## src/rtl/wb_arbiter.sv

```systemverilog
// Writeback arbiter for the RV64I pipeline.
// Drives the single register-file write port from two sources: ALU results,
// which win whenever present, and load responses, which are aligned and
// extended on entry and then parked in a small FIFO until the port is free.
// A starvation counter raises alu_stall so parked loads always drain.
//
// Handshake: a load response transfers on a rising edge where
// mem_rsp_valid && mem_rsp_ready. mem_rsp_ready is !full only. A dequeue in
// the same cycle does not open a slot for the incoming response.
`timescale 1ns/1ps
module wb_arbiter #(
  parameter int LQ_DEPTH     = 2,
  parameter int STARVE_LIMIT = 4
) (
  input  logic                        clk,
  input  logic                        rst,
  input  logic                        alu_valid,
  input  logic [4:0]                  alu_rd,
  input  logic [63:0]                 alu_data,
  output logic                        alu_stall,
  input  logic                        mem_rsp_valid,
  output logic                        mem_rsp_ready,
  input  logic [4:0]                  mem_rsp_rd,
  input  logic [63:0]                 mem_rsp_data,
  input  logic [2:0]                  mem_rsp_funct3,
  input  logic [2:0]                  mem_rsp_offset,
  output logic                        wb_en,
  output logic [4:0]                  wb_rd,
  output logic [63:0]                 wb_data,
  output logic [$clog2(LQ_DEPTH):0]   lq_count
);

  localparam int AW = $clog2(LQ_DEPTH);
  localparam int SW = $clog2(STARVE_LIMIT + 1);

  localparam logic [AW:0]   DEPTH_C  = LQ_DEPTH;
  localparam logic [AW:0]   CNT_ONE  = 1;
  localparam logic [AW-1:0] PTR_ONE  = 1;
  localparam logic [SW-1:0] LIMIT_C  = STARVE_LIMIT;
  localparam logic [SW-1:0] STV_ONE  = 1;

  // Load queue storage (no reset needed: contents are qualified by count)
  logic [63:0]   lq_data_q [LQ_DEPTH];
  logic [4:0]    lq_rd_q   [LQ_DEPTH];

  logic [AW-1:0] wr_ptr_q, wr_ptr_d;
  logic [AW-1:0] rd_ptr_q, rd_ptr_d;
  logic [AW:0]   count_q, count_d;
  logic [SW-1:0] starve_q, starve_d;
  logic          alu_stall_q, alu_stall_d;
  logic          wb_en_q, wb_en_d;
  logic [4:0]    wb_rd_q, wb_rd_d;
  logic [63:0]   wb_data_q, wb_data_d;

  logic          empty, full, enq, deq;
  logic [63:0]   ext_data;
  logic [7:0]    ld_byte;
  logic [15:0]   ld_half;
  logic [31:0]   ld_word;
  logic [63:0]   head_data;
  logic [4:0]    head_rd;

  // Select the addressed byte/half/word and sign- or zero-extend it
  always_comb begin
    ld_byte  = 8'(mem_rsp_data >> {mem_rsp_offset, 3'b000});
    ld_half  = 16'(mem_rsp_data >> {mem_rsp_offset[2:1], 4'b0000});
    ld_word  = 32'(mem_rsp_data >> {mem_rsp_offset[2], 5'b00000});
    ext_data = '0;
    case (mem_rsp_funct3)
      3'b000:  ext_data = {{56{ld_byte[7]}}, ld_byte};
      3'b001:  ext_data = {{48{ld_half[15]}}, ld_half};
      3'b010:  ext_data = {{32{ld_word[31]}}, ld_word};
      3'b011:  ext_data = mem_rsp_data;
      3'b100:  ext_data = {56'd0, ld_byte};
      3'b101:  ext_data = {48'd0, ld_half};
      3'b110:  ext_data = {32'd0, ld_word};
      default: ext_data = '0;
    endcase
  end

  // Arbitration, queue bookkeeping and starvation tracking
  always_comb begin
    empty     = (count_q == '0);
    full      = (count_q == DEPTH_C);
    enq       = mem_rsp_valid && !full;
    deq       = !alu_valid && !empty;
    head_data = lq_data_q[rd_ptr_q];
    head_rd   = lq_rd_q[rd_ptr_q];

    wr_ptr_d  = enq ? wr_ptr_q + PTR_ONE : wr_ptr_q;
    rd_ptr_d  = deq ? rd_ptr_q + PTR_ONE : rd_ptr_q;
    count_d   = count_q;
    if (enq && !deq) begin
      count_d = count_q + CNT_ONE;
    end else if (!enq && deq) begin
      count_d = count_q - CNT_ONE;
    end

    wb_en_d   = 1'b0;
    wb_rd_d   = '0;
    wb_data_d = '0;
    if (alu_valid) begin
      wb_en_d   = (alu_rd != 5'd0);
      wb_rd_d   = alu_rd;
      wb_data_d = alu_data;
    end else if (!empty) begin
      wb_en_d   = (head_rd != 5'd0);
      wb_rd_d   = head_rd;
      wb_data_d = head_data;
    end

    // Non-empty and not dequeuing means the ALU just beat the head
    if (empty || deq) begin
      starve_d = '0;
    end else if (starve_q != LIMIT_C) begin
      starve_d = starve_q + STV_ONE;
    end else begin
      starve_d = starve_q;
    end
    alu_stall_d = (starve_d == LIMIT_C);
  end

  // Queue entry write on accepted response
  always_ff @(posedge clk) begin
    if (enq) begin
      lq_data_q[wr_ptr_q] <= ext_data;
      lq_rd_q[wr_ptr_q]   <= mem_rsp_rd;
    end
  end

  // Control and writeback registers
  always_ff @(posedge clk or posedge rst) begin
    if (rst) begin
      wr_ptr_q    <= '0;
      rd_ptr_q    <= '0;
      count_q     <= '0;
      starve_q    <= '0;
      alu_stall_q <= 1'b0;
      wb_en_q     <= 1'b0;
      wb_rd_q     <= '0;
      wb_data_q   <= '0;
    end else begin
      wr_ptr_q    <= wr_ptr_d;
      rd_ptr_q    <= rd_ptr_d;
      count_q     <= count_d;
      starve_q    <= starve_d;
      alu_stall_q <= alu_stall_d;
      wb_en_q     <= wb_en_d;
      wb_rd_q     <= wb_rd_d;
      wb_data_q   <= wb_data_d;
    end
  end

  assign alu_stall     = alu_stall_q;
  assign mem_rsp_ready = !full;
  assign wb_en         = wb_en_q;
  assign wb_rd         = wb_rd_q;
  assign wb_data       = wb_data_q;
  assign lq_count      = count_q;

endmodule

```

## config.mk

```make
export PLATFORM = sky130hd
export DESIGN_NAME = wb_arbiter
export DESIGN_NICKNAME = d
export VERILOG_FILES = /design/src/rtl/wb_arbiter.sv
export SDC_FILE = /design/constraint.sdc
export NUM_CORES = 1
export LEC_CHECK = 0
export ABC_CLOCK_PERIOD_IN_PS = 5400
export CORE_MARGIN = 10
export CORE_UTILIZATION = 29
export DETAILED_ROUTE_END_ITERATION = 10
export MAX_ROUTING_LAYER = met4
export PLACE_DENSITY = 0.58
export RECOVER_POWER = 25
export SLEW_MARGIN = 20
export SYNTH_ARGS = -nofsm -noshare
export SYNTH_HDL_FRONTEND = slang
export SYNTH_SLANG_ARGS = --single-unit
export TNS_END_PERCENT = 1
```

## constraint.sdc

```tcl
create_clock -name clk -period 5.4 [get_ports clk]
set_input_delay 1.08 -clock clk [delete_from_list [all_inputs] [get_ports clk]]
set_output_delay 1.08 -clock clk [all_outputs]
set_load 0.03 [all_outputs]
```

Yosys cells after proc, flatten, opt, wreduce, memory -nomap -nowiden:

Memory sizes are Yosys's and may differ from the RTL's.
Cells that the tools add are included.

* memories kept: 2
* RAM bits: 138
* word-level logic and storage cells: 55
* output and inout bits: 74
* input bits: 148
* flip-flop bits (word level): 78

Memory list
* lq_data_q: depth 2, bits a word 64, read ports 1, clocked after memory_dff 0, write ports 1, line 43 `logic [63:0] lq_data_q [LQ_DEPTH];`
* lq_rd_q: depth 2, bits a word 5, read ports 1, clocked after memory_dff 0, write ports 1, line 44 `logic [4:0] lq_rd_q [LQ_DEPTH];`

* shift operators: 3
* $add $sub $neg: 5
* equal/unequal tests: 9
* reduce and logical (&&, ||, !) cells: 15
* muxes and demuxes: 13

Operators with widths (number)
* 64-bit case mux with 7 select lines: 1
* 64-bit two-way mux: 2
* 64-bit by 6-bit right shift with 16-bit output: 1
* 64-bit by 6-bit right shift with 32-bit output: 1
* 64-bit by 6-bit right shift with 8-bit output: 1
* 3-bit equality test (second input constant): 4
* 5-bit two-way mux: 2
* 5-bit nonzero test: 2
* 3-bit by 2-bit equality test with 1-bit output (second input constant): 2
* 3-bit two-way mux: 2
* 1-bit logical NOT: 5
* 1-bit logical AND: 4
* 1-bit two-way mux: 4
* 2-bit two-way mux: 2
* 3-bit by 1-bit adder with 3-bit output (second input constant): 1
* 3-bit by 1-bit equality test with 1-bit output (second input constant): 1
* 3-bit logical NOT: 1
* 3-bit inequality test (second input constant): 1
* 1-bit adder (second input constant): 2
* 2-bit by 1-bit adder with 2-bit output (second input constant): 1
* 2-bit equality test (second input constant): 1
* 2-bit logical NOT: 1
* 2-bit nonzero test: 1
* 2-bit by 1-bit subtractor with 2-bit output (second input constant): 1
* 1-bit logical OR: 1

Logic depth before layout (Yosys ltp):

Gate-level depths: netlist (run 1).

* depth after elaboration: 7
* mapped depth: 8

Worst setup path after synthesis (run 1):

Ideal clock, no wire load.

* path kind: input -> register
* start: input port mem_rsp_valid
* end: memory lq_data_q[0][0], enable pin
* data required time: 4903 ps
* data arrival time: 4064 ps
* cell stages on the path: 2
* path slack: 839 ps
* library setup time: 497 ps
* cells stage by stage: nand2_1 nor2_1

* longest elaborated chain between the ends: 3

Ends and longest elaborated chain
* start, declared: line 21 `input logic mem_rsp_valid,`
* 1-bit logical AND: line 85 `enq = mem_rsp_valid && !full;`
* 1-bit two-way mux: line 125 `if (enq) begin`
* 1-bit two-way mux (implied by the code): line 126 `lq_data_q[wr_ptr_q] <= ext_data;`
* end, declared: line 43

No other way between the ends.

Final worst setup path (run 1):

* start: register rd_ptr_q
* end: register wb_data_q[9], in the netlist wb_data[9]

* longest elaborated chain between the ends: 3

Ends and longest elaborated chain
* start, declared: line 47 `logic [AW-1:0] rd_ptr_q, rd_ptr_d;`
* start signal, assigned: line 144 `rd_ptr_q <= rd_ptr_d;`
* memory 2 x 64 bit
* 64-bit two-way mux: line 106 `end else if (!empty) begin`
* 64-bit two-way mux: line 102 `if (alu_valid) begin`
* named net wb_data_d[9]: line 53 `logic [63:0] wb_data_q, wb_data_d;`
* end signal, assigned: line 150 `wb_data_q <= wb_data_d;`
* end, declared: line 53

The timed path passes the listed nets, and every way through them passes these cells.
A chain may end at the register's enable or synchronous reset.

==> results summary, run 1 <==
The run finished, with violations left. The checks that failed: capacitance limit, slew limit. The worst setup path is captured at a flop. The first-pass GRT wire length is 46580 µm. The largest total area in the synthesized netlist belongs to edfxtp_1. The finished layout holds ~1400 standard cells, fillers aside.

The nature of the critical path startpoint is a flop. The dominant cell by count in the synthesized netlist is edfxtp_1. The number of ports placed on the die boundary came out at 222. The post-synthesis cell area is around 0.0097 mm². The number of nets still failing antenna checks after routing came out at 0. The power per cell area came out at 449.8 mW/mm². The setup path with the least slack is of type flop to flop. The maximum operating frequency came out at 276.5 MHz. The register bit count reported by yosys is 216. The peak ir drop on the vdd network came out at 0.0002291 V. The gate count of the mapped netlist is 755. The first-iteration detailed-routing DRC count is 509. The slowest stage of the critical path belongs to the cell dfrtp_1. The worst setup skew after layout is 0.02270 ns. The worst-case setup slack after placement came out at between 1 and 1.5 ns. The root buffer cell is clkbuf_16.

The average vias per placed instance is between 4 and 5. Once detailed placement completed, the half-perimeter wirelength came to 22560 µm. The number of global-route vias before repair came out at 6906. The sequential cell area is 0.006096 mm². The overall via count from detail_route is between 6000 and 7000. The number of enable-type register cells in the synthesized netlist is 138.

The share of total power consumed by net switching came out at 32.62%. From left edge to right edge, the die measures 203.0 µm. The final critical-path required period came out at around 3.6 ns. The maximum net fanout on the critical path is 45. The final worst slack is 1.783 ns. The number of hold-slack violations in the final timing report came out at 0. The number of clock buffers added by TritonCTS is 26. The vertical die dimension came out at 203.0 µm. The area occupied by multi-input gates came out at 0.003327 mm².

The share of total power dissipated in sequential elements is about two fifths. The pin count of the biggest net entering global routing came out at 72. The area growth from synthesis to layout is 35.06%.

The portion of total power attributed to combinational logic is 29.9%. The placer congestion estimate came out at 0.8702. The path class of the tightest hold or removal check is flop to flop. In this run the standard cell core region covers 0.03278 mm². The clock network latency to the later pin of the worst-skew pair came out at ~0.53 ns. The critical path goes through buf_4, mux2i_1, o21ai_0. The initialized floorplan defines 66 standard-cell rows. By area the synthesized netlist is led by edfxtp_1, dfrtp_1, mux2i_1, nand2_1, o21ai_0. The iteration count of the initial detailed-routing pass is 5. The net switching power is about 0.0019 W.

The data required time of the critical path came out at around 5.8 ns. After detailed routing, the average wire length per cell comes to 22.72 µm. The number of synthesis warnings came out at 0.

The initial antenna violation count came to 1. The share of layout cells above drive strength 1 is 10.74%. The clock-pin transition on the worst setup and hold timing paths came out at approximately 0.060 ns. The final cycle utilization of the critical path is about 67%.

The count of buffers inserted at the top-level ports is 221. The internal portion of the total power is 0.003973 W. Among all flip-flop cells after synthesis, the most frequent one is edfxtp_1. Once the floorplan was initialized, standard cells occupied 29.61% of the core. Synthesis instantiated 46 different standard cells from the library. The final routed wirelength across all metal layers is 32290 µm.

In this run the biggest area consumer among cell types represents about 43% of the synthesized area. The post-route DRC violation count is 0. The floorplan step defined a die boundary enclosing slightly above 0.04 mm².

The total number of clock tree sinks is 216. In the synthesized netlist the async set-or-reset flop fraction comes to 36.11%. The count of nets after finishing came out at 1109. After synthesis, the most frequently instantiated cells are edfxtp_1, nand2_1, mux2i_1. The final number of max-transition violations came to 109. The synthesized area divided by synthesized cell count came out at between 10 and 15 µm². The quantity of gates resized following cts came out at 0. The level count of the clock H-tree is 1. The sequential-to-total area share from yosys stat is 62.80%. TritonCTS built the clock tree. The worst pin sits at a relative slew slack of -68.87%. The total overflow reported by the global router came out at 0.

The post-CTS setup buffer count is 0. The total negative slack came out at 0 ns. The total of endpoints with negative setup slack in the final report is 0. Global routing consumed, over all layers together, 15.40% of the routing resources.

Setup repair after global routing left no endpoint under its margin. The cell count after placement came out at approximately 1400. The actual transition at the worst max-transition pin is between 2 and 3 ns. Max-cap violations in this run came to 3.

The worst endpoint data arrival time is roughly 4.0 ns. The layout has 3169 filler cells. The delay of the slowest cell on the worst path is 2.05 ns. The post-synth net total came out at around 900.

The cell leakage power came out at 5.298 nW. The number of buffers on the longest clock path is 3. For this design, the CTS-stage hold fixing added 0 buffers. The final-layout worst hold slack is 0.5313 ns. The clock network fraction of total power is about 28%.
## final timing paths
path / from / depth (start not counted) / slack [ns] / endpoint
min reg2reg: lq_data_q[0][46]$_DFFE_PP_ / 2 / 0.53 / wb_data[46]$_DFF_PP0_
min: lq_data_q[0][46]$_DFFE_PP_ / 2 / 0.53 / wb_data[46]$_DFF_PP0_
max reg2reg: rd_ptr_q$_DFFE_PP0P_ / 3 / 1.78 / wb_data[9]$_DFF_PP0_
max: rd_ptr_q$_DFFE_PP0P_ / 3 / 1.78 / wb_data[9]$_DFF_PP0_
max in group asynchronous: rst / 3 / 2.10 / wb_data[29]$_DFF_PP0_
min in group asynchronous: rst / 2 / 1.43 / wb_data[42]$_DFF_PP0_
## final cells by class
| type | count | share of cell area, % |
|---|---|---|
| repair buffers | 231 | 17.44 |
| flip-flops and latches | 216 | 46.50 |
| well taps | 442 | 4.218 |
| diodes | 1 | 0.01909 |
| multi-input cells | 477 | 25.38 |
| inverters | 6 | 0.1813 |
| clock inverters | 5 | 0.1909 |
| clock buffers | 43 | 6.079 |
## per-layer routing
layer,global-route usage [%],wire (µm),vias up
met5,-,0,-
met4,2.585,371,0
met3,3.646,2399,30
met2,24.16,15250,266
met1,20.18,14260,3413
li1,-,-,3177
## stage by stage
stage	area, µm²	util (%)	power [W]
6_report	13110	39.99	0.005897
5_1_grt	13110	39.99	0.006183
4_1_cts	13100	39.96	0.005957
3_5_place_dp	12280	37.45	0.004257
3_3_place_gp	12280	37.45	0.004230
2_1_floorplan	9707	-	0.003455
## sequential cells by signal, summed over array words and instances (netlist names)
register / flops
alu_stall: 1
lq_count: 2
lq_data_q: 128
lq_rd_q: 10
rd_ptr_q: 1
starve_q: 3
wb_data: 64
wb_en: 1
wb_rd: 5
wr_ptr_q: 1
## layout by cell type (no fill, tap or decap), types with 3 or more instances in the layout
cell / synthesis / layout
clkbuf_8: 0 / 4
clkbuf_16: 0 / 28
clkbuf_1: 27 / 12
ha_1: 3 / 3
nand3_2: 39 / 39
a211o_1: 4 / 4
o22ai_1: 6 / 6
dlygate4sd3_1: 0 / 7
mux2_2: 4 / 4
dfrtp_1: 78 / 78
xnor2_1: 4 / 4
a21oi_1: 13 / 13
nor3_1: 3 / 3
a22oi_1: 16 / 16
mux2i_1: 97 / 97
mux4_2: 8 / 8
nand3_1: 11 / 11
buf_4: 3 / 8
a21o_1: 3 / 3
nor2_1: 18 / 17
inv_1: 6 / 5
edfxtp_1: 138 / 138
clkdlybuf4s50_1: 0 / 212
nor2b_1: 3 / 3
nand2b_1: 9 / 9
o21ai_0: 80 / 80
a221oi_1: 4 / 4
and2_1: 3 / 3
clkinv_2: 0 / 3
o211ai_1: 7 / 7
nand2_1: 119 / 119
## critical path, delay by kind of cell, from the launching register on
family,cells,cell delay [ns]
DFF,1,2.05
buffers and inverters,1,0.70
muxes,1,0.56
AOI/OAI and AO/OA,1,0.15
## power by group through the flow
stage | clock (W) | sequential (W) | combinational [W]
6_report | 0.00168 | 0.00246 | 0.00176
5_1_grt | 0.00179 | 0.00250 | 0.00189
4_1_cts | 0.00173 | 0.00247 | 0.00176
3_5_place_dp | 0 | 0.00250 | 0.00176
3_3_place_gp | 0 | 0.00249 | 0.00174
2_1_floorplan | 0 | 0.00271 | 0.000745
## kinds of logic (layout without fill, tap and decap cells)
kind of cell,after synthesis,count (layout),synth area share [%]
AOI/OAI and AO/OA,141,141,8.559
xor gates and xnor gates,6,6,0.5414
adders and majority gates,3,3,0.3867
buffers and inverters,62,285,3.235
DFF,216,216,62.80
muxes,110,110,12.44
other,0,1,0
and+or+nand+nor,217,217,12.04
No activity file was read; power rests on OpenSTA's default activity.
==> run 2: changes to the inputs <==
- ABC_CLOCK_PERIOD_IN_PS: 5400 -> 3700
- clock period: 5.4 -> 3.7 ns (I/O delays scaled with it)
==> results summary, run 2 (same netlist as run 1, synthesis figures left out) <==
The worst register-to-register path begins at lq_count[0]$_DFFE_PP0P_. The worst setup skew after layout is 0.01518 ns (-0.007518 ns). The power per cell area was 665.4 mW/mm² (+48%). The post-route DRC violation count is 0 (unchanged). The half-perimeter wire length after detailed placement is 23370 µm (+3.6%). The count of hold buffers inserted by post-cts repair is 0 (unchanged). The data required time of the critical path came to 4.05 ns (-1.74 ns). The post-route core utilization is 40.78% (+0.79 points). The final critical-path required period came out at slightly below 3 ns.

The total power draw is 0.008895 W (+51%). The number of ports placed on the die boundary is 222 (unchanged). The delay of the slowest cell on the worst path came out at 0.71 ns (-1.34 ns). The final routed wirelength across all metal layers came out at 32400 µm (+0.37%). The first-pass GRT wire length is 47810 µm (+2.7%). The startpoint-to-endpoint class of the critical path is input pin to flop. The pin count of the biggest net entering global routing came out at 72 (unchanged). The number of nets still failing antenna checks after routing came out at 0 (unchanged). The TritonCTS clock tree is built.

The worst endpoint data arrival time came out at 3.24 ns (-0.76 ns). The placer congestion estimate is 0.8671 (-0.36%). The core footprint came out at 0.03278 mm² (unchanged). The level count of the clock H-tree was 1 (unchanged).

The first-iteration detailed-routing DRC count is 456 (-10%). The global routing stage identified its most utilized layer as met2. The number of buffers on the longest clock path is 3 (unchanged). The met3 track demand over resource is 3.662% (+0.016 points). The path class of the tightest hold or removal check is flop to flop. STA classifies the critical path endpoint as a flop. Walking the worst path, the cells encountered are clkdlybuf4s50_1, nor2_1, o21ai_1, or4_4, buf_12, o211ai_1. CTS placed an instance of clkbuf_16 at the clock tree root. The quantity of gates resized following cts is 0 (unchanged). The flow ran to the end, but the final reports show violations. The clock network latency to the later pin of the worst-skew pair was 0.53 ns (about the same). The number of flip-flops under the largest register name was 128 (unchanged).

The post-CTS setup buffer count is 0 (unchanged). The global-route usage over all layers came out at 15.74% (+0.34 points). The total negative slack is 0 ns (unchanged).

The total of endpoints with negative setup slack in the final report came out at 0 (unchanged). The effective utilization at floorplan came out at 29.61% (unchanged). The maximum net fanout on the critical path is 28 (-38%). The number of hold-slack violations in the final timing report came to 0 (unchanged).

The maximum operating frequency came out at around 350 MHz. The cell leakage power was 5.425 nW (+2.4%). The reported max-cap violation count came out at 3 (unchanged).

The instance count along the most critical hold path came out at 2 (unchanged). The endpoint of the lowest-slack register-to-register path is lq_data_q[1][48]$_DFFE_PP_. The number of cells traversed by the worst register-to-register path is 3 (unchanged). On the critical path, the stage with the largest delay is an instance of or4_4. Setup repair after global routing left no endpoint under its margin. The count of nets after finishing is 1123 (+1.3%). The launching element of the worst setup path is mem_rsp_funct3[0]. The most frequent standard cell in the layout excluding fill and tap cells is clkdlybuf4s50_1. The total number of clock tree sinks is 216 (unchanged). The count of buffers inserted at the top-level ports is 221 (unchanged). The initial antenna violation count is 3 (+2). The final reports fail on capacitance limit, slew limit. The global routing usage on met1 came out at 20.23% (+0.051 points). The overall via count from detail_route is 6961 (+1.1%). The chip width was 203.0 µm (unchanged). The worst slew margin relative to its limit is -25.87% (+43 points).

The TritonCTS buffer count is 26 (unchanged). The full die area came out at 0.04119 mm² (unchanged). The actual transition at the worst max-transition pin came out at 1.878 ns (-0.6553 ns). For hold timing, the worst endpoint is wb_data[59]$_DFF_PP0_. The vertical die dimension is 203.0 µm (unchanged). The iteration count of the initial detailed-routing pass is 4 (-1). The worst setup path is launched from an input pin.

The peak ir drop on the vdd network is 0.0003877 V (+69%). The met2 routing resource usage after global routing came to 24.87% (+0.71 points). Ranked by flip-flop count, first place goes to lq_data_q. The number of fill cells in the layout was 3105 (-2.0%).

The area growth from synthesis to layout came out at 37.73%. The top cell types in the final layout, fill and taps aside, are clkdlybuf4s50_1, edfxtp_1, nand2_1. The internal reg-to-reg setup slack was 0.92 ns (-0.86 ns). The number of global-route vias before repair is 7185 (+4.0%). The average vias per placed instance came out at 4.844 (about the same). The final critical path takes up 78.19% of the cycle. The final number of max-transition violations was 140 (+28%). The share of layout cells above drive strength 1 was 12.40% (+1.7 points). The total overflow reported by the global router came out at 0 (unchanged). The startpoint of the tightest hold check path is lq_data_q[0][59]$_DFFE_PP_. The clock-pin transition on the worst setup and hold timing paths came out at 0.06 ns (about the same). The post-detailed-route wirelength per cell is 22.55 µm (-0.75%). The row count came out at 66 (unchanged).
run 2: worst max path at each step:
stage,cells after the start,end
after floorplan,3,lq_data_q[0][0]$_DFFE_PP_
after global placement,5,lq_data_q[0][43]$_DFFE_PP_
after detailed placement,6,lq_data_q[1][12]$_DFFE_PP_
after CTS,6,lq_data_q[0][12]$_DFFE_PP_
after global routing,3,lq_data_q[1][48]$_DFFE_PP_
final,6,lq_data_q[0][12]$_DFFE_PP_
run 2: cell type report:
type                            count  area (µm²)  share of cell area, %
Antenna cell                        3       7.507                0.05615
Multi-Input combinational cell    477        3327                  24.89
Tap cell                          442       553.0                  4.137
Timing Repair Buffer              245        2420                  18.10
Inverter                            6       23.77                 0.1778
Sequential cell                   216        6100                  45.62
Clock inverter                     12       166.4                  1.245
Clock buffer                       36       772.0                  5.774
run 2: per-stage QoR:
step / hold slack, ns / setup slack, ns / cells / instance area (µm²)
after global routing: 0.5750 / 0.6794 / 1437 / 13370
after detailed placement: 0.5312 / 0.3623 / 1386 / 12440
after floorplan: 0.4788 / 0.3448 / 755 / 9709
final: 0.5348 / 0.8070 / 1437 / 13370
after global placement: 0.5294 / 0.4384 / 1385 / 12420
after CTS: 0.5387 / 0.9148 / 1434 / 13380
run 2: routing by layer:
metal  vias to the layer above  wire length, µm
li1                       3212                -
met1                      3466            14460
met2                       252            15310
met3                        31             2180
met4                         0              452
met5                         -                0
run 2: power by group:
| group | internal, W | leakage (nW) | switching, W |
|---|---|---|---|
| combinational | 0.00104 | 2.71 | 0.00150 |
| sequential | 0.00328 | 2.26 | 0.000321 |
| clock | 0.00173 | 0.455 | 0.00101 |
run 2: critical path: cells and delay by family:
kind	cells	cell delay [ns]
buffers and inverters	2	0.92
AOI/OAI and AO/OA	2	0.31
and+or+nand+nor	2	1.24
